[src/rtl/p2m_csi2_glue_gen_pkg.sv]
// Shared types and constants for the P2B to TX D-PHY CSI-2 glue.
package csi2_glue_pkg;

    typedef enum logic [2:0] {
        ST_IDLE,
        ST_WAIT_REQ,
        ST_WAIT_HS,
        ST_SP_ASSERT,
        ST_SP_HOLD,
        ST_LP_ASSERT,
        ST_LP_HOLD
    } glue_state_e;

    localparam logic [5:0] FS_DT = 6'h00;
    localparam logic [5:0] FE_DT = 6'h01;

    localparam int unsigned ERR_PROTO = 0;
    localparam int unsigned ERR_LINES = 1;
    localparam int unsigned ERR_TMO   = 2;

endpackage

[src/rtl/p2m_csi2_glue_gen_if.sv]
// P2B and TX D-PHY signal bundle; master is the glue side, slave the P2B/PHY side.
interface p2m_csi2_glue_gen_if #(
    parameter int unsigned DATA_W = 64
);
    logic [DATA_W-1:0] p2b_byte_data_i;
    logic              p2b_byte_en_i;
    logic              p2b_fv_start_i;
    logic              p2b_fv_end_i;
    logic              p2b_txfr_req_i;
    logic              p2b_c2d_ready_o;
    logic              p2b_txfr_en_o;
    logic              tx_c2d_ready_i;
    logic              tx_d_hs_rdy_i;
    logic              tx_d_hs_en_o;
    logic              tx_clk_hs_en_o;
    logic              tx_sp_en_o;
    logic              tx_lp_en_o;
    logic              tx_byte_data_en_o;
    logic [DATA_W-1:0] tx_byte_data_o;
    logic [5:0]        tx_dt_o;
    logic [1:0]        tx_vc_o;
    logic [15:0]       tx_wc_o;

    modport master (
        input  p2b_byte_data_i, p2b_byte_en_i, p2b_fv_start_i, p2b_fv_end_i,
               p2b_txfr_req_i, tx_c2d_ready_i, tx_d_hs_rdy_i,
        output p2b_c2d_ready_o, p2b_txfr_en_o, tx_d_hs_en_o, tx_clk_hs_en_o,
               tx_sp_en_o, tx_lp_en_o, tx_byte_data_en_o, tx_byte_data_o,
               tx_dt_o, tx_vc_o, tx_wc_o
    );

    modport slave (
        output p2b_byte_data_i, p2b_byte_en_i, p2b_fv_start_i, p2b_fv_end_i,
               p2b_txfr_req_i, tx_c2d_ready_i, tx_d_hs_rdy_i,
        input  p2b_c2d_ready_o, p2b_txfr_en_o, tx_d_hs_en_o, tx_clk_hs_en_o,
               tx_sp_en_o, tx_lp_en_o, tx_byte_data_en_o, tx_byte_data_o,
               tx_dt_o, tx_vc_o, tx_wc_o
    );

endinterface

[src/rtl/p2m_csi2_glue_gen_delay_line.sv]
// Fixed-depth shift register used to align P2B data/enable with the D-PHY header timing.
module csi2_delay_line #(
    parameter int unsigned WIDTH = 1,
    parameter int unsigned DEPTH = 2
) (
    input  logic             byte_clk_i,
    input  logic             reset_byte_n_i,
    input  logic [WIDTH-1:0] data_in,
    output logic [WIDTH-1:0] data_out
);

    logic [WIDTH-1:0] stage [DEPTH];

    always_ff @(posedge byte_clk_i or negedge reset_byte_n_i) begin
        if (!reset_byte_n_i) begin
            for (int unsigned i = 0; i < DEPTH; i++) stage[i] <= '0;
        end else begin
            stage[0] <= data_in;
            for (int unsigned i = 1; i < DEPTH; i++) stage[i] <= stage[i-1];
        end
    end

    assign data_out = stage[DEPTH-1];

endmodule

[src/rtl/p2m_csi2_glue_gen.sv]
// CSI-2 TX glue: D-PHY HS handshake, FS/FE/long-packet headers, frame/line
// counting, HS-burst timeout and sticky error reporting.
module p2m_csi2_glue_gen
    import csi2_glue_pkg::*;
#(
    parameter int unsigned DATA_W     = 64,
    parameter int unsigned NUM_PIXELS = 240,
    parameter int unsigned PIX_WIDTH  = 8,
    parameter logic [5:0]  DT         = 6'h2A,
    parameter logic [1:0]  VC         = 2'b00,
    parameter int unsigned DATA_DLY   = 5,
    parameter bit          FNUM_EN    = 1'b1,
    parameter logic [15:0] FNUM_MAX   = 16'hFFFF,
    parameter int unsigned NUM_LINES  = 240,
    parameter int unsigned HS_TMO     = 4095
) (
    input  logic               byte_clk_i,
    input  logic               reset_byte_n_i,
    p2m_csi2_glue_gen_if.master bus,
    input  logic               clr_err_i,
    output logic [15:0]        frame_num_o,
    output logic [15:0]        line_cnt_o,
    output logic [2:0]         err_o
);

    localparam logic [15:0] PAYLOAD_WC = 16'(NUM_PIXELS * PIX_WIDTH / 8);
    localparam int unsigned TMO_W      = (HS_TMO < 2) ? 1 : $clog2(HS_TMO);

    glue_state_e       state_q, state_d;
    logic              is_fe_q, is_fe_d;
    logic [15:0]       fnum_q, lines_q;
    logic [2:0]        err_q, err_set;
    logic [TMO_W-1:0]  tmo_q;
    logic              tmo_hit, fs_accept, lp_accept, in_hold;
    logic              c2d_q, hs_rdy_q;
    logic [5:0]        dt;
    logic [1:0]        vc;
    logic [15:0]       wc;
    logic [DATA_W:0]   dly_in, dly_out;

    assign in_hold = (state_q == ST_SP_HOLD) || (state_q == ST_LP_HOLD);
    assign tmo_hit = (tmo_q == TMO_W'(HS_TMO - 1));

    always_comb begin
        state_d = state_q;
        is_fe_d = is_fe_q;
        err_set = '0;
        unique case (state_q)
            ST_IDLE:      if (bus.tx_c2d_ready_i) state_d = ST_WAIT_REQ;
            ST_WAIT_REQ:  if (bus.p2b_txfr_req_i) state_d = ST_WAIT_HS;
            ST_WAIT_HS: begin
                if (bus.tx_d_hs_rdy_i) begin
                    case ({bus.p2b_fv_start_i, bus.p2b_fv_end_i, bus.p2b_byte_en_i})
                        3'b000: state_d = ST_WAIT_HS;
                        3'b100: begin state_d = ST_SP_ASSERT; is_fe_d = 1'b0; end
                        3'b010: begin
                            state_d = ST_SP_ASSERT;
                            is_fe_d = 1'b1;
                            err_set[ERR_LINES] = (lines_q != 16'(NUM_LINES));
                        end
                        3'b001: state_d = ST_LP_ASSERT;
                        default: begin state_d = ST_IDLE; err_set[ERR_PROTO] = 1'b1; end
                    endcase
                end
            end
            ST_SP_ASSERT: state_d = ST_SP_HOLD;
            ST_LP_ASSERT: state_d = ST_LP_HOLD;
            ST_SP_HOLD, ST_LP_HOLD: begin
                if (!bus.tx_d_hs_rdy_i) begin
                    state_d = ST_IDLE;
                end else if (tmo_hit) begin
                    state_d = ST_IDLE;
                    err_set[ERR_TMO] = 1'b1;
                end
            end
            default: state_d = ST_IDLE;
        endcase
    end

    assign fs_accept = (state_q == ST_WAIT_HS) && (state_d == ST_SP_ASSERT) && !is_fe_d;
    assign lp_accept = (state_q == ST_WAIT_HS) && (state_d == ST_LP_ASSERT);

    // Header is purely a function of the current state and latched FS/FE type.
    always_comb begin
        dt = '0;
        vc = '0;
        wc = '0;
        if (state_q == ST_SP_ASSERT || state_q == ST_SP_HOLD) begin
            dt = is_fe_q ? FE_DT : FS_DT;
            vc = VC;
            wc = FNUM_EN ? fnum_q : 16'd0;
        end else if (state_q == ST_LP_ASSERT || state_q == ST_LP_HOLD) begin
            dt = DT;
            vc = VC;
            wc = PAYLOAD_WC;
        end
    end

    always_ff @(posedge byte_clk_i or negedge reset_byte_n_i) begin
        if (!reset_byte_n_i) begin
            state_q  <= ST_IDLE;
            is_fe_q  <= 1'b0;
            fnum_q   <= '0;
            lines_q  <= '0;
            err_q    <= '0;
            tmo_q    <= '0;
            c2d_q    <= 1'b0;
            hs_rdy_q <= 1'b0;
        end else begin
            state_q  <= state_d;
            is_fe_q  <= is_fe_d;
            c2d_q    <= bus.tx_c2d_ready_i;
            hs_rdy_q <= bus.tx_d_hs_rdy_i;
            err_q    <= (clr_err_i ? 3'b000 : err_q) | err_set;
            if (fs_accept) fnum_q <= (fnum_q == FNUM_MAX) ? 16'd1 : fnum_q + 16'd1;
            if (fs_accept) begin
                lines_q <= '0;
            end else if (lp_accept && lines_q != 16'hFFFF) begin
                lines_q <= lines_q + 16'd1;
            end
            if (state_q == ST_SP_ASSERT || state_q == ST_LP_ASSERT) begin
                tmo_q <= '0;
            end else if (in_hold && bus.tx_d_hs_rdy_i && !tmo_hit) begin
                tmo_q <= tmo_q + TMO_W'(1);
            end
        end
    end

    assign dly_in = {bus.p2b_byte_en_i, bus.p2b_byte_data_i};

    csi2_delay_line #(
        .WIDTH (DATA_W + 1),
        .DEPTH (DATA_DLY)
    ) u_dly (
        .byte_clk_i     (byte_clk_i),
        .reset_byte_n_i (reset_byte_n_i),
        .data_in        (dly_in),
        .data_out       (dly_out)
    );

    assign bus.p2b_c2d_ready_o   = c2d_q;
    assign bus.p2b_txfr_en_o     = hs_rdy_q;
    assign bus.tx_d_hs_en_o      = (state_q == ST_WAIT_HS);
    assign bus.tx_clk_hs_en_o    = (state_q == ST_WAIT_HS);
    assign bus.tx_sp_en_o        = (state_q == ST_SP_ASSERT);
    assign bus.tx_lp_en_o        = (state_q == ST_LP_ASSERT);
    assign bus.tx_byte_data_en_o = dly_out[DATA_W];
    assign bus.tx_byte_data_o    = dly_out[DATA_W-1:0];
    assign bus.tx_dt_o           = dt;
    assign bus.tx_vc_o           = vc;
    assign bus.tx_wc_o           = wc;
    assign frame_num_o           = fnum_q;
    assign line_cnt_o            = lines_q;
    assign err_o                 = err_q;

endmodule

[src/flat_wrapper.sv]
// flat-port wrapper written by rule: the top's interface ports become plain ports
module p2m_csi2_glue_gen_flat import csi2_glue_pkg::*;
#(
    parameter int unsigned DATA_W     = 64,
    parameter int unsigned NUM_PIXELS = 240,
    parameter int unsigned PIX_WIDTH  = 8,
    parameter logic [5:0]  DT         = 6'h2A,
    parameter logic [1:0]  VC         = 2'b00,
    parameter int unsigned DATA_DLY   = 5,
    parameter bit          FNUM_EN    = 1'b1,
    parameter logic [15:0] FNUM_MAX   = 16'hFFFF,
    parameter int unsigned NUM_LINES  = 240,
    parameter int unsigned HS_TMO     = 4095
)
  (byte_clk_i, reset_byte_n_i, clr_err_i, frame_num_o, line_cnt_o, err_o, bus_p2b_byte_data_i, bus_p2b_byte_en_i, bus_p2b_fv_start_i, bus_p2b_fv_end_i, bus_p2b_txfr_req_i, bus_tx_c2d_ready_i, bus_tx_d_hs_rdy_i, bus_p2b_c2d_ready_o, bus_p2b_txfr_en_o, bus_tx_d_hs_en_o, bus_tx_clk_hs_en_o, bus_tx_sp_en_o, bus_tx_lp_en_o, bus_tx_byte_data_en_o, bus_tx_byte_data_o, bus_tx_dt_o, bus_tx_vc_o, bus_tx_wc_o);
  p2m_csi2_glue_gen_if #(.DATA_W(DATA_W)) bus_i ();
  input  logic byte_clk_i;
  input  logic reset_byte_n_i;
  input  logic clr_err_i;
  output logic [15:0] frame_num_o;
  output logic [15:0] line_cnt_o;
  output logic [2:0] err_o;
  input wire logic [$bits(bus_i.p2b_byte_data_i)-1:0] bus_p2b_byte_data_i;
  input wire logic [$bits(bus_i.p2b_byte_en_i)-1:0] bus_p2b_byte_en_i;
  input wire logic [$bits(bus_i.p2b_fv_start_i)-1:0] bus_p2b_fv_start_i;
  input wire logic [$bits(bus_i.p2b_fv_end_i)-1:0] bus_p2b_fv_end_i;
  input wire logic [$bits(bus_i.p2b_txfr_req_i)-1:0] bus_p2b_txfr_req_i;
  input wire logic [$bits(bus_i.tx_c2d_ready_i)-1:0] bus_tx_c2d_ready_i;
  input wire logic [$bits(bus_i.tx_d_hs_rdy_i)-1:0] bus_tx_d_hs_rdy_i;
  output wire logic [$bits(bus_i.p2b_c2d_ready_o)-1:0] bus_p2b_c2d_ready_o;
  output wire logic [$bits(bus_i.p2b_txfr_en_o)-1:0] bus_p2b_txfr_en_o;
  output wire logic [$bits(bus_i.tx_d_hs_en_o)-1:0] bus_tx_d_hs_en_o;
  output wire logic [$bits(bus_i.tx_clk_hs_en_o)-1:0] bus_tx_clk_hs_en_o;
  output wire logic [$bits(bus_i.tx_sp_en_o)-1:0] bus_tx_sp_en_o;
  output wire logic [$bits(bus_i.tx_lp_en_o)-1:0] bus_tx_lp_en_o;
  output wire logic [$bits(bus_i.tx_byte_data_en_o)-1:0] bus_tx_byte_data_en_o;
  output wire logic [$bits(bus_i.tx_byte_data_o)-1:0] bus_tx_byte_data_o;
  output wire logic [$bits(bus_i.tx_dt_o)-1:0] bus_tx_dt_o;
  output wire logic [$bits(bus_i.tx_vc_o)-1:0] bus_tx_vc_o;
  output wire logic [$bits(bus_i.tx_wc_o)-1:0] bus_tx_wc_o;
  assign bus_i.p2b_byte_data_i = bus_p2b_byte_data_i;
  assign bus_i.p2b_byte_en_i = bus_p2b_byte_en_i;
  assign bus_i.p2b_fv_start_i = bus_p2b_fv_start_i;
  assign bus_i.p2b_fv_end_i = bus_p2b_fv_end_i;
  assign bus_i.p2b_txfr_req_i = bus_p2b_txfr_req_i;
  assign bus_i.tx_c2d_ready_i = bus_tx_c2d_ready_i;
  assign bus_i.tx_d_hs_rdy_i = bus_tx_d_hs_rdy_i;
  assign bus_p2b_c2d_ready_o = bus_i.p2b_c2d_ready_o;
  assign bus_p2b_txfr_en_o = bus_i.p2b_txfr_en_o;
  assign bus_tx_d_hs_en_o = bus_i.tx_d_hs_en_o;
  assign bus_tx_clk_hs_en_o = bus_i.tx_clk_hs_en_o;
  assign bus_tx_sp_en_o = bus_i.tx_sp_en_o;
  assign bus_tx_lp_en_o = bus_i.tx_lp_en_o;
  assign bus_tx_byte_data_en_o = bus_i.tx_byte_data_en_o;
  assign bus_tx_byte_data_o = bus_i.tx_byte_data_o;
  assign bus_tx_dt_o = bus_i.tx_dt_o;
  assign bus_tx_vc_o = bus_i.tx_vc_o;
  assign bus_tx_wc_o = bus_i.tx_wc_o;
  p2m_csi2_glue_gen #(.DATA_W(DATA_W), .NUM_PIXELS(NUM_PIXELS), .PIX_WIDTH(PIX_WIDTH), .DT(DT), .VC(VC), .DATA_DLY(DATA_DLY), .FNUM_EN(FNUM_EN), .FNUM_MAX(FNUM_MAX), .NUM_LINES(NUM_LINES), .HS_TMO(HS_TMO)) u_core (.byte_clk_i(byte_clk_i), .reset_byte_n_i(reset_byte_n_i), .bus(bus_i), .clr_err_i(clr_err_i), .frame_num_o(frame_num_o), .line_cnt_o(line_cnt_o), .err_o(err_o));
endmodule
[config.mk]
export PLATFORM = sky130hd
export DESIGN_NAME = p2m_csi2_glue_gen_flat
export DESIGN_NICKNAME = d
export VERILOG_FILES = /design/src/rtl/p2m_csi2_glue_gen_pkg.sv /design/src/rtl/p2m_csi2_glue_gen_if.sv /design/src/rtl/p2m_csi2_glue_gen_delay_line.sv /design/src/rtl/p2m_csi2_glue_gen.sv /design/src/flat_wrapper.sv
export SDC_FILE = /design/constraint.sdc
export NUM_CORES = 1
export LEC_CHECK = 0
export CORE_ASPECT_RATIO = 0.9
export CORE_MARGIN = 2
export CORE_UTILIZATION = 45
export CTS_CLUSTER_DIAMETER = 120
export DETAILED_ROUTE_END_ITERATION = 16
export PLACE_DENSITY_LB_ADDON = 0.1
export SLEW_MARGIN = 0
export SYNTH_ARGS = -nofsm -noshare
export SYNTH_HDL_FRONTEND = slang
export SYNTH_SLANG_ARGS = --single-unit
[constraint.sdc]
create_clock -name byte_clk_i -period 1.88 [get_ports byte_clk_i]
set_clock_uncertainty 0.1 [all_clocks]
set_input_delay 0.376 -clock byte_clk_i [delete_from_list [all_inputs] [get_ports byte_clk_i]]
set_output_delay 0.376 -clock byte_clk_i [all_outputs]
set_load 0.005 [all_outputs]
# ---- After elaboration in Yosys (flattened, before gate mapping)
# Index checks and enable logic that the tools add are counted.
dict set report op_classes {
  addsub 3
  eq_ne 15
  muxes 28
  bitwise 1
  reduce_logical 19
}
# cell n
set op_table {}
lappend op_table {{two-way mux 16 bit} 4}
lappend op_table {{adder 16 x 1 -> 16 bit, second input constant} 2}
lappend op_table {{two-way mux 12 bit} 2}
lappend op_table {{two-way mux 3 bit} 6}
lappend op_table {{one-hot mux 3 bit (6 select lines)} 1}
lappend op_table {{equality test 16 bit, second input constant} 1}
lappend op_table {{inequality test 16 bit, second input constant} 1}
lappend op_table {{inequality test 16 x 8 -> 1 bit, second input constant} 1}
lappend op_table {{equality test 3 bit, second input constant} 5}
lappend op_table {{adder 12 x 1 -> 12 bit, second input constant} 1}
lappend op_table {{equality test 12 bit, second input constant} 1}
lappend op_table {{equality test 3 x 2 -> 1 bit, second input constant} 4}
lappend op_table {{two-way mux 6 bit} 2}
lappend op_table {{one-hot mux 3 bit (3 select lines)} 1}
lappend op_table {{two-way mux 1 bit} 8}
lappend op_table {{two-way mux 8 bit} 1}
lappend op_table {{equality test 3 x 1 -> 1 bit, second input constant} 2}
lappend op_table {{logical AND 1 bit} 6}
lappend op_table {{zero test 3 bit} 2}
lappend op_table {{logical OR 1 bit} 4}
lappend op_table {{two-way mux 2 bit} 2}
lappend op_table {{nonzero test 2 bit} 2}
lappend op_table {{OR reduction 2 bit} 2}
lappend op_table {{OR reduction 4 bit} 1}
lappend op_table {{other kinds (3)} 4}
dict set report word_totals {
  regBits 378
  inputBits 73
  elab_cells 79
}

# ---- Longest topological paths before layout
# Gate-level depths: netlist of run 1.
dict set report depth {
  ltp_word 10
  ltp_mapped 7
}

# ---- Modules after synthesis
# Synthesis of run 1 repeated with hierarchy kept, for this count alone.
dict set report hier_totals {
  hier_cells 713
  hier_area_um2 11677.4
}
# module instances cells_each area_per_inst_um2 seq_area_each_um2
set modules_own_cells {}
lappend modules_own_cells {csi2_delay_line 1 390 8620.8 8132.8}
lappend modules_own_cells {p2m_csi2_glue_gen 1 323 3056.7 1326.3}

# ---- Least setup slack after synthesis of run 1
# No wires, ideal clock.
dict set report synth_timing {
  kind {register to register}
  from {register u_core.lines_q[0] (netlist: u_core.line_cnt_o[0])}
  to {register u_core.lines_q[12] (netlist: u_core.line_cnt_o[12])}
  arrival_ns 1.775
  t_required_ns 1.702
  setup_slack_ns -0.073
  path_stages_with_launch 7
  path_buffers 1
  path_cell_list {dfrtp_1 > ha_1 > and4_1 > and4_4 > buf_6 > or4_1 > a21boi_1}
}
dict set report synth_via {
  elab_chain_cells 3
  elab_cells_between_ends 6
  cone_classes {add/sub: 1; eq/ne: 1; mux: 2; reduce/logical: 2}
}
# element line
set synth_rtl {}
lappend synth_rtl {{start, declared} p2m_csi2_glue_gen.sv:31} ;# logic [15:0] fnum_q, lines_q;
lappend synth_rtl {{start signal, assigned} p2m_csi2_glue_gen.sv:119} ;# lines_q <= lines_q + 16'd1;
lappend synth_rtl {{adder 16 x 1 -> 16 bit / inequality test 16 bit (equally long branches)} {p2m_csi2_glue_gen.sv:119, p2m_csi2_glue_gen.sv:118}}
lappend synth_rtl {{two-way mux 16 bit / logical AND 1 bit (equally long branches)} p2m_csi2_glue_gen.sv:118} ;# end else if (lp_accept && lines_q != 16'hFFFF) begin
lappend synth_rtl {{two-way mux 16 bit / nonzero test 2 bit (equally long branches)} -}
# Parallel ways exist; a longest one is shown, timed or not. The select of a mux whose other input is x is not followed.
# A chain may end at the register's enable or synchronous reset.

# ---- Worst setup path after layout of run 1
dict set report layout_timing {
  from {register u_core.state_q[0]}
  to {output bus_tx_wc_o[2]}
}
dict set report layout_via {
  elab_chain_cells 3
  elab_cells_between_ends 4
  cone_classes {eq/ne: 2; mux: 1; reduce/logical: 1}
}
# element line
set layout_rtl {}
lappend layout_rtl {{start, declared} p2m_csi2_glue_gen.sv:29} ;# glue_state_e state_q, state_d;
lappend layout_rtl {{start signal, assigned} p2m_csi2_glue_gen.sv:110} ;# state_q <= state_d;
lappend layout_rtl {{equality test 3 x 2 -> 1 bit / equality test 3 bit (equally long branches)} p2m_csi2_glue_gen.sv:88} ;# if (state_q == ST_SP_ASSERT || state_q == ST_SP_HOLD) begin
lappend layout_rtl {{logical OR 1 bit *} p2m_csi2_glue_gen.sv:88}
lappend layout_rtl {{two-way mux 16 bit *} p2m_csi2_glue_gen.sv:88}
lappend layout_rtl {{end, declared} flat_wrapper.sv:40} ;# output wire logic [$bits(bus_i.tx_wc_o)-1:0] bus_tx_wc_o;
# Mark *: on every way between the ends. The rest lies on a longest branch, timed or not.

==> results of run 1 <==
-- synthesized netlist by cell type (2+ instances only) --
cell type	number
o22ai_1	2
nand3_1	23
a21boi_1	7
nand3_2	2
o21a_1	4
a21oi_1	18
o31ai_1	14
nor4_1	5
nor3_1	6
nor2_1	14
inv_1	11
xor2_1	7
o211ai_1	2
o41ai_1	3
nand4_1	10
and3_1	10
a31oi_1	3
and2_1	17
buf_2	5
nand2b_1	3
and4_1	8
o21ai_0	11
buf_6	2
dfrtp_1	378
clkbuf_1	10
nand2_1	27
xnor2_1	4
or3_1	5
buf_4	72
ha_1	5
or4_1	13
o311ai_1	4
a21o_1	5
mux2i_1	5
-- worst max-delay path: stages, from the launching register on --
cell and delay, ns:
dfrtp_1 0.42, nand2b_4 0.17, o22ai_4 0.22, clkbuf_16 0.20
buf_6 0.09, buf_6 0.08, and2_4 0.13, buf_6 0.08
-- path summary, 6_finish.rpt --
| path | from | end | slack [ns] | cells past startpoint |
|---|---|---|---|---|
| setup reg to reg | u_core.state_q[2] | u_core.line_cnt_o[11] | -0.39 | 8 |
| max in group asynchronous | reset_byte_n_i | u_core.u_dly.data_out[7] | 0.66 | 3 |
| setup / recovery | u_core.state_q[0] | bus_tx_wc_o[2] | -0.51 | 7 |
| min in group asynchronous | reset_byte_n_i | u_core.u_dly.stage[291] | 0.22 | 2 |
| hold / removal | bus_p2b_byte_data_i[2] | u_core.u_dly.stage[262] | 0.19 | 1 |
| hold reg to reg | u_core.u_dly.stage[242] | u_core.u_dly.stage[177] | 0.24 | 0 |
-- layout make-up --
cell class | instances | area share (%)
Sequential cell | 378 | 56.7
Timing Repair Buffer | 333 | 19.5
Multi-Input combinational cell | 261 | 13.2
Clock buffer | 54 | 6.66
Tap cell | 348 | 2.61
Clock inverter | 14 | 1.05
Inverter | 11 | 0.247
Antenna cell | 3 | 0.0449
-- state kept, by name, summed over array words and instances, names as in the netlist --
signal                      cells
u_core.is_fe_q                  1
u_core.u_dly.stage            260
u_core.state_q                  3
u_core.line_cnt_o              16
u_core.frame_num_o             16
u_core.u_dly.data_out          65
u_core.tmo_q                   12
u_core.bus.p2b_c2d_ready_o      1
u_core.err_o                    3
u_core.bus.p2b_txfr_en_o        1
-- power breakdown --
part,internal [mW],switching [mW]
Sequential,8.61,0.229
Combinational,1.61,1.19
Clock,4.57,3.00
-- per-layer routing --
metal  track usage [%]  up-vias  part of all wire, %  wire [um]
li1                  -     3008                    -          -
met1              24.0     3388                   45      10200
met2              25.7      222                   46      10600
met3              4.30       42                  7.0       1600
met4              5.28        0                  2.3        529
met5                 0        -                    0          0
-- per-stage QoR --
step           TNS, ns  hold WS, ns  setup WS (ns)  cell area (um2)
2_1_floorplan        0      -0.0196         0.0185            11800
3_3_place_gp    -14.06        0.166         -0.415            14300
3_5_place_dp    -14.79        0.171         -0.482            14300
4_1_cts         -17.64        0.171         -0.527            16200
5_1_grt         -20.01        0.164         -0.574            16700
6_report        -14.91        0.188         -0.512            16700
-- cells by family (layout without fill, tap and decap cells) --
| kind of cell | count (synthesis) | in the layout |
|---|---|---|
| AO/OA/AOI/OAI | 79 | 79 |
| flip-flops | 378 | 378 |
| AND/OR/NAND/NOR | 156 | 157 |
| XOR/XNOR | 11 | 11 |
| adder cells (fa/ha/maj) | 5 | 5 |
| buffers and inverters | 102 | 412 |
| other | 1 | 7 |
| multiplexers | 5 | 5 |
-- repair_timing --
action,in CTS,in global routing
hold buffers,1,0
hold endpoints to repair,149,0
buffers inserted,47,18
pin swaps,49,37
gates cloned,2,0
resized for setup,248,88
setup endpoints to repair,96,74
==> results by group, run 1 <==
Pwr
  • Pleak: 7.70 nW
  • Cell Pwr Density: around 1100 nW/um2
  • Peak VDD IR: between 0.8 and 0.9 mV
  • Overall Power: about 19 mW

CTS
  • H-tree lvl count: 2
  • Sink Count: 378
  • Worst skew pair latency: around 0.52 ns
  • Total CTS buffers: 38
  • Root buf cell: clkbuf_16
  • CTS tree: yes
  • Bufs on Longest Clock Path: 3
  • Clock-pin slew on the worst setup and hold paths: 0.06 ns

Run status
  • Violations in the final reports: negative setup slack
  • Run status: complete, but fails checks

Routing
  • Vias per cell: between 4 and 5
  • Initial DRT Pass Iterations: 5
  • WL final: 22.9 mm
  • Iter 0 DRT Violations: between 400 and 500
  • DR WL/cell: 16.4 um
  • DR vias: roughly 6700
  • Post-route DRC: 0
  • ANT nets after route: 0

Synth
  • Xor/xnor cell area share of the yosys netlist: 0.816%
  • Share of the synthesized area in the top cell type: approximately 80%
  • Combinational family with the most area after synthesis: simple AND/OR/NAND/NOR gates
  • Register area share after synthesis: around 80%
  • Synthesized flop and latch total: between 300 and 400
  • Cells after Synth: ~740
  • Proportion of synthesized area in mux cells: less than 1%
  • Avg Cell Area, Syn: about 16 um2
  • Async SR Flop Fraction: 100%
  • Simple-gate area share of the yosys netlist: ~8%
  • Mapped Area: between 10000 and 15000 um2
  • Compound-Gate Fraction of Synth Area: under 10%
  • Unique cell type count in the Yosys netlist: 56
  • Syn. warnings: 0
  • Synth Flop Type: dfrtp_1
  • Synth top area cells: dfrtp_1, buf_4, nand3_1
  • EDFF count, synth: 0
  • Adder-cell share of the synthesized area: less than 1%
  • Leading area contributor after synthesis: dfrtp_1

STA
  • RSZ-0062 raised after global routing: yes
  • Final Max Tran Viols: 0
  • Final Cycle Share: 127%
  • Minimum clock period: roughly 2.4 ns
  • Setup-failing EPs final: a little over 60
  • Final setup margin: -0.512 ns
  • Max Clk Rate: between 0.4 and 0.5 GHz
  • Final hold vios: 0

Critical path
  • Worst Path Max Fanout: 3
  • Critical path arrival: about 1.9 ns
  • Setup Crit Path Kind: reg2out
  • Startpoint types: register
  • Worst Setup End Kind: primary output
  • Worst EP required: approximately 1.4 ns

Hold path
  • Min-delay worst type: in2reg

Die
  • Area of the core: about 26000 um2
  • Chip width: about 170 um
  • Die Ht: approximately 160 um
  • Initial core utilization: 45.5%
  • Die ar.: between 20000 and 30000 um2
  • I/O pin count: 203
  • Row count: between 50 and 60

Place
  • Placed Instances: 1270
  • Dpl hpwl: 14.1 mm
  • IO buf count: ~200
  • GP Congestion: around 0.8

Global route
  • Largest net degree at the start of global routing: 83
  • Gr ovfl total: 0
  • Vias in the first global route: around 7000
  • Global-route wire length before repair: 36.6 mm
  • Initial antenna violation count: 3
  • Gr usage total: approximately 17%

Layout
  • Most frequent cells in the layout: dfrtp_1, clkdlybuf4s50_1, buf_4
  • Sequential Area: approximately 9500 um2
  • Layout Nets: about 1100
  • Synth-to-Final Area Change: 41.5%
  • Fin cells: 1402
  • Util after Layout: between 60 and 70%
  • Area of the multi-input gates: approximately 2200 um2
  • Most common cell after layout, fill and taps aside: dfrtp_1
  • Layout cells sized above 1: 30.8%
  • Number of fill cells: approximately 1900

Job
  • # Max-Cap Violations: 0
Note: power is estimated with default switching activity, not from simulation.
==> run 2: changes to the inputs <==
Settings changed: CORE_ASPECT_RATIO 0.9 to 1.2.
==> run 2 against run 1 <==
  * The run still ends with negative setup slack left
  * Utilization is 1.4 points lower
  * Count of clock-buffer cells in the layout is 2 higher
  * Sequential power hardly changed
  * Design area is 3.3% lower
  * Global-route usage is 0.11 points higher
  * Maximum frequency is 1.9% higher
==> results by group, run 2 (same netlist as run 1, synthesis figures left out) <==
STA
  • Minimum clock period: around 2.3 ns
  • Max Clk Rate: around 0.43 GHz
  • Setup-failing EPs final: slightly below 50
  • Final Cycle Share: 125%
  • Final setup margin: -0.468 ns
  • RSZ-0062 raised after global routing: yes
  • Final hold vios: 0
  • Final Max Tran Viols: 0

Global route
  • Initial antenna violation count: 0
  • Global-route wire length before repair: ~37 mm
  • Gr ovfl total: 0
  • Vias in the first global route: approximately 7000
  • Largest net degree at the start of global routing: 70
  • Gr usage total: around 17%

Hold path
  • Min-delay worst type: in2reg
  • HP Start: bus_p2b_byte_data_i[6]

Pwr
  • Pleak: ~7.5 nW
  • Gate power share: 13.0%
  • Clock power share: between 30% and 40%
  • Peak VDD IR: 0.667 mV
  • Switching Fraction: between 20% and 30%
  • Sequential power share: 48.4%
  • Pint: ~14 mW
  • NetSw: around 4.1 mW
  • Cell Pwr Density: 1130 nW/um2
  • Overall Power: between 15 and 20 mW

Routing
  • Post-route DRC: 0
  • WL final: roughly 23 mm
  • Vias per cell: about 5
  • DR vias: approximately 6600
  • Initial DRT Pass Iterations: 5
  • ANT nets after route: 0
  • DR WL/cell: approximately 17 um
  • Met3 WL: approximately 1.4 mm
  • DR top layer: met4
  • Iter 0 DRT Violations: 395
  • Met1 WL: ~9 mm
  • Met2 wire length: ~12 mm

Critical path
  • Startpoint types: register
  • Most common cell type on the critical path: buf_6
  • Worst Path Max Fanout: 4
  • Critical path's slowest cell: dfrtp_2
  • Setup Crit Path Kind: reg2out
  • Worst EP required: around 1.4 ns
  • Worst Setup End Kind: primary output
  • Reg2reg start: u_core.state_q[0]
  • Crit. Startpoint: u_core.state_q[1]
  • Sequence of cells on the critical path: buf_6, o22ai_4, buf_12, buf_6, buf_6, and2_4, buf_6
  • CP peak stage delay: ~0.45 ns
  • Critical path arrival: between 1.5 and 2 ns

Place
  • Worst slack at placement: -0.434 ns
  • Dpl hpwl: between 10 and 15 mm
  • GP Congestion: between 0.8 and 0.9
  • Post-DP Area: between 10000 and 15000 um2
  • IO buf count: just under 200

Layout
  • Top reg by flops: u_core.u_dly.stage
  • Max reg flops: 260
  • Most common cell after layout, fill and taps aside: dfrtp_1
  • Util after Layout: about 63%
  • N_diodes: 0
  • Finished Cell Area: between 15000 and 20000 um2
  • Layout Nets: between 1000 and 1500
  • Synth-to-Final Area Change: 36.9%
  • Most frequent cells in the layout: dfrtp_1, clkdlybuf4s50_1, buf_4
  • Number of fill cells: 1898
  • Layout cells sized above 1: between 20% and 30%

Run status
  • Run status: complete, but fails checks
  • Violations in the final reports: negative setup slack

CTS
  • Clock-pin slew on the worst setup and hold paths: 0.06 ns
  • CTS tree: yes
  • Bufs on Longest Clock Path: 3
  • Total CTS buffers: 36
  • Worst skew pair latency: slightly above 0.5 ns
  • Root buf cell: clkbuf_16
  • Sink Count: 378
  • H-tree lvl count: 2

Die
  • Die ar.: about 28000 um2
  • Die Ht: 181 um
  • Initial core utilization: 46.1%
  • Chip width: 152 um
  • Area of the core: 25600 um2
  • I/O pin count: 203
  • Row count: 64

Job
  • # Max-Cap Violations: 0
[run 2: cell count changes in the layout (fill, tap and decap cells not counted), moves of 4 or more]
cell / previous run / this run
and2_1: 5 / 9
dfrtp_2: 12 / 7
clkdlybuf4s15_2: 0 / 4
dfrtp_1: 366 / 371
nor2_4: 5 / 0
dlygate4sd2_1: 38 / 34
and2_4: 12 / 8
buf_6: 61 / 40
nand3_1: 17 / 21
clkdlybuf4s50_1: 126 / 134
clkbuf_8: 8 / 12
nand3_2: 5 / 1
nor2_1: 7 / 12
[run 2: area by class of cell]
class,count,area [um2],share of cell area (%)
Clock buffer,56,1120,6.91
Clock inverter,7,70.1,0.434
Inverter,11,41.3,0.255
Multi-Input combinational cell,261,2030,12.5
Sequential cell,378,9470,58.6
Tap cell,330,413,2.55
Timing Repair Buffer,314,3030,18.7
[run 2: power by group through the flow]
stage | logic, mW | clock network [mW] | registers (mW)
after floorplan | 0.746 | 0 | 8.93
after global placement | 1.82 | 0 | 8.96
after detailed placement | 1.84 | 0 | 8.99
after CTS | 2.32 | 7.27 | 8.85
after global routing | 2.58 | 7.61 | 8.89
final | 2.38 | 7.06 | 8.84
[run 2: worst paths after layout]
path | to | slack [ns] | cells past startpoint
worst min-delay path | u_core.u_dly.stage[266] | 0.20 | 1
min in group asynchronous | u_core.u_dly.stage[105] | 0.25 | 2
worst max-delay path | bus_tx_wc_o[10] | -0.47 | 7
worst max register to register | u_core.tmo_q[10] | -0.26 | 8
worst min register to register | u_core.u_dly.stage[134] | 0.24 | 0
max in group asynchronous | u_core.u_dly.stage[114] | 0.75 | 3
[run 2: metal layers]
| metal | vias up | global-route usage, % |
|---|---|---|
| met4 | 0 | 5.87 |
| met5 | - | 0 |
| li1 | 2950 | - |
| met1 | 3347 | 21.2 |
| met2 | 245 | 29.6 |
| met3 | 51 | 3.56 |
[run 2: worst max-delay path, delay by kind of cell, from the launching register on]
| kind | cells | cell delay (ns) |
|---|---|---|
| AO/OA/AOI/OAI | 1 | 0.24 |
| buffers and inverters | 5 | 0.56 |
| flip-flops | 1 | 0.45 |
| AND/OR/NAND/NOR | 1 | 0.13 |
[run 2: stage by stage]
step,TNS [ns],cells,hold WS (ns)
floorplan,0,740,-0.0196
global placement,-12.46,1244,0.200
detailed placement,-15.43,1244,0.203
CTS,-11.19,1349,0.187
global route,-14.98,1357,0.182
finish,-11.72,1357,0.202
[run 2: timing repair]
| action | in CTS | in global routing |
|---|---|---|
| gates cloned | 3 | 0 |
| setup buffers | 38 | 11 |
| hold buffers | 1 | 0 |
| pin swaps | 31 | 14 |
| hold endpoints to repair | 39 | 0 |
| endpoints found under the setup margin | 72 | 71 |
| resized for setup | 190 | 59 |
==> run 3: changes to the inputs <==
Settings changed: CORE_MARGIN 2 to 3.
==> run 3 against run 2 <==
  * The flow still finishes with violations (negative setup slack)
  * Global-route usage shrank 0.90 points
  * Critical path type unchanged
  * Count of clock-buffer cells in the layout shrank 8
  * Wire length shrank 0.76%
  * First-iteration DRC count shrank 28%
  * Die area grew 2.4%
  * Total power shrank 0.56%
  * Sequential share of layout area grew 0.094 points
  * Final cell count shrank 0.52%
==> results by group, run 3 (same netlist as run 1, synthesis figures left out) <==
STA
  • Max Clk Rate: 0.429 GHz
  • Final hold vios: 0
  • Setup tns final: -12.01 ns
  • RSZ-0062 raised after global routing: yes
  • Setup-failing EPs final: 56
  • Minimum clock period: roughly 2.3 ns
  • Min Hold Slack: between 0.2 and 0.25 ns
  • Final Cycle Share: 124%
  • Final Max Tran Viols: 0
  • Final setup margin: -0.450 ns

Die
  • Initial core utilization: a little under half
  • Die ar.: ~28000 um2
  • I/O pin count: a little over 200
  • Chip width: 154 um
  • Area of the core: 25600 um2
  • Row count: 64
  • Die Ht: around 180 um

Critical path
  • Startpoint types: register
  • Setup Crit Path Kind: reg2out
  • Worst Path Max Fanout: 5
  • Worst Setup End Kind: primary output
  • Critical path's slowest cell: dfrtp_2
  • Sequence of cells on the critical path: buf_6, xor2_1, and2_4, buf_12, buf_6, a21o_1, buf_2
  • Worst EP required: 1.40 ns
  • R2R cell count: 8
  • CP peak stage delay: 0.44 ns
  • Critical path arrival: about 1.9 ns
  • Crit path buf inv count: 4
  • Stages on worst setup path: 7
  • Delay-heaviest family, CP: buffers and inverters
  • Most common cell type on the critical path: buf_6

CTS
  • Total CTS buffers: 36
  • Worst skew pair latency: around 0.5 ns
  • Clock-pin slew on the worst setup and hold paths: about 0.060 ns
  • CTS tree: yes
  • Sink Count: 378
  • Bufs on Longest Clock Path: 3
  • H-tree lvl count: 2
  • Root buf cell: clkbuf_16

Global route
  • Vias in the first global route: between 7000 and 8000
  • Gr ovfl total: 0
  • Global Route met2 Usage: 27.6%
  • Met3 usage: approximately 4.5%
  • Global-route wire length before repair: 36.5 mm
  • Largest net degree at the start of global routing: 58
  • M1 GR Usage: about a fifth
  • Initial antenna violation count: 0
  • Gr usage total: roughly 16%
  • Gr busiest metal: met2

Routing
  • WL final: about 23 mm
  • Iter 0 DRT Violations: 283
  • DR vias: about 6600
  • Vias per cell: around 4.9
  • Initial DRT Pass Iterations: 5
  • DR WL/cell: 16.9 um
  • ANT nets after route: 0
  • Post-route DRC: 0

Place
  • Worst slack at placement: -0.408 ns
  • GP Congestion: just over 0.9
  • Placed Instances: between 1000 and 1500
  • IO buf count: 198
  • Dpl hpwl: 14.6 mm

Pwr
  • Gate power share: 13.9%
  • Clock power share: 37.5%
  • Pleak: 7.51 nW
  • Pint: around 14 mW
  • NetSw: 4.15 mW
  • Peak VDD IR: slightly below 0.8 mV
  • Switching Fraction: 22.8%
  • Cell Pwr Density: approximately 1100 nW/um2
  • Overall Power: around 18 mW
  • Sequential power share: between 40% and 50%

Layout
  • Top reg by flops: u_core.u_dly.stage
  • Max reg flops: 260
  • Layout cells sized above 1: 26.9%
  • Number of fill cells: ~1900
  • N_diodes: 0
  • Area of the multi-input gates: ~2100 um2
  • Sequential Area: about 9500 um2
  • Most common cell after layout, fill and taps aside: dfrtp_1
  • Synth-to-Final Area Change: 36.7%
  • Most frequent cells in the layout: dfrtp_1, clkdlybuf4s50_1, buf_4
  • Fin cells: 1350
  • Layout Nets: ~1100

Run status
  • Violations in the final reports: negative setup slack
  • Run status: complete, but fails checks

Hold path
  • Min-delay worst type: in2reg
  • Hold Crit Depth: 1

Job
  • # Max-Cap Violations: 0
run 3: repair_timing:
| action | in CTS | in global routing |
|---|---|---|
| hold endpoints to repair | 41 | 0 |
| gates cloned | 2 | 1 |
| hold buffers | 1 | 0 |
| pin swaps | 32 | 30 |
| resized for setup | 180 | 80 |
| buffers inserted | 34 | 7 |
| setup endpoints to repair | 66 | 70 |
run 3: final cells by class:
| type | count | share of cell area [%] |
|---|---|---|
| Clock buffer | 48 | 6.36 |
| Inverter | 11 | 0.256 |
| Tap cell | 330 | 2.56 |
| Clock inverter | 14 | 0.736 |
| Sequential cell | 378 | 58.7 |
| Multi-Input combinational cell | 261 | 12.8 |
| Timing Repair Buffer | 308 | 18.6 |
run 3: worst register-to-register path: stages, from the launching register on:
cell and delay [ns]:
dfrtp_2 0.43, buf_4 0.15, buf_6 0.11, and4bb_4 0.36, buf_12 0.13, buf_6 0.10, nand2_4 0.06, or4_4 0.53
a21oi_2 0.13
run 3: routing by layer:
metal | wire (um) | part of all wire (%)
met1 | 8800 | 39
met2 | 11800 | 52
met3 | 1600 | 7.0
met4 | 634 | 2.8
met5 | 0 | 0
run 3: power groups by stage:
| stage | logic [mW] | registers (mW) | clock network, mW |
|---|---|---|---|
| 5_1_grt | 2.72 | 8.88 | 7.40 |
| 2_1_floorplan | 0.746 | 8.93 | 0 |
| 4_1_cts | 2.42 | 8.85 | 7.04 |
| 6_report | 2.52 | 8.84 | 6.82 |
| 3_5_place_dp | 1.85 | 8.99 | 0 |
| 3_3_place_gp | 1.80 | 8.96 | 0 |
run 3: stage by stage:
stage,instance area (um2),utilization (%)
floorplan,11800,-
global placement,14200,55.3
detailed placement,14200,55.3
CTS,15800,61.7
global route,16100,63.0
finish,16100,63.0
run 3: path summary, 6_finish.rpt:
| kind | startpoint | endpoint | slack (ns) |
|---|---|---|---|
| min in group asynchronous | reset_byte_n_i | u_core.u_dly.stage[158] | 0.31 |
| worst max register to register | u_core.state_q[0] | u_core.frame_num_o[11] | -0.30 |
| worst max-delay path | u_core.state_q[1] | bus_tx_wc_o[5] | -0.45 |
| max in group asynchronous | reset_byte_n_i | u_core.frame_num_o[2] | 0.70 |
| worst min register to register | u_core.u_dly.stage[281] | u_core.u_dly.stage[216] | 0.24 |
| worst min-delay path | bus_p2b_byte_data_i[49] | u_core.u_dly.stage[309] | 0.21 |
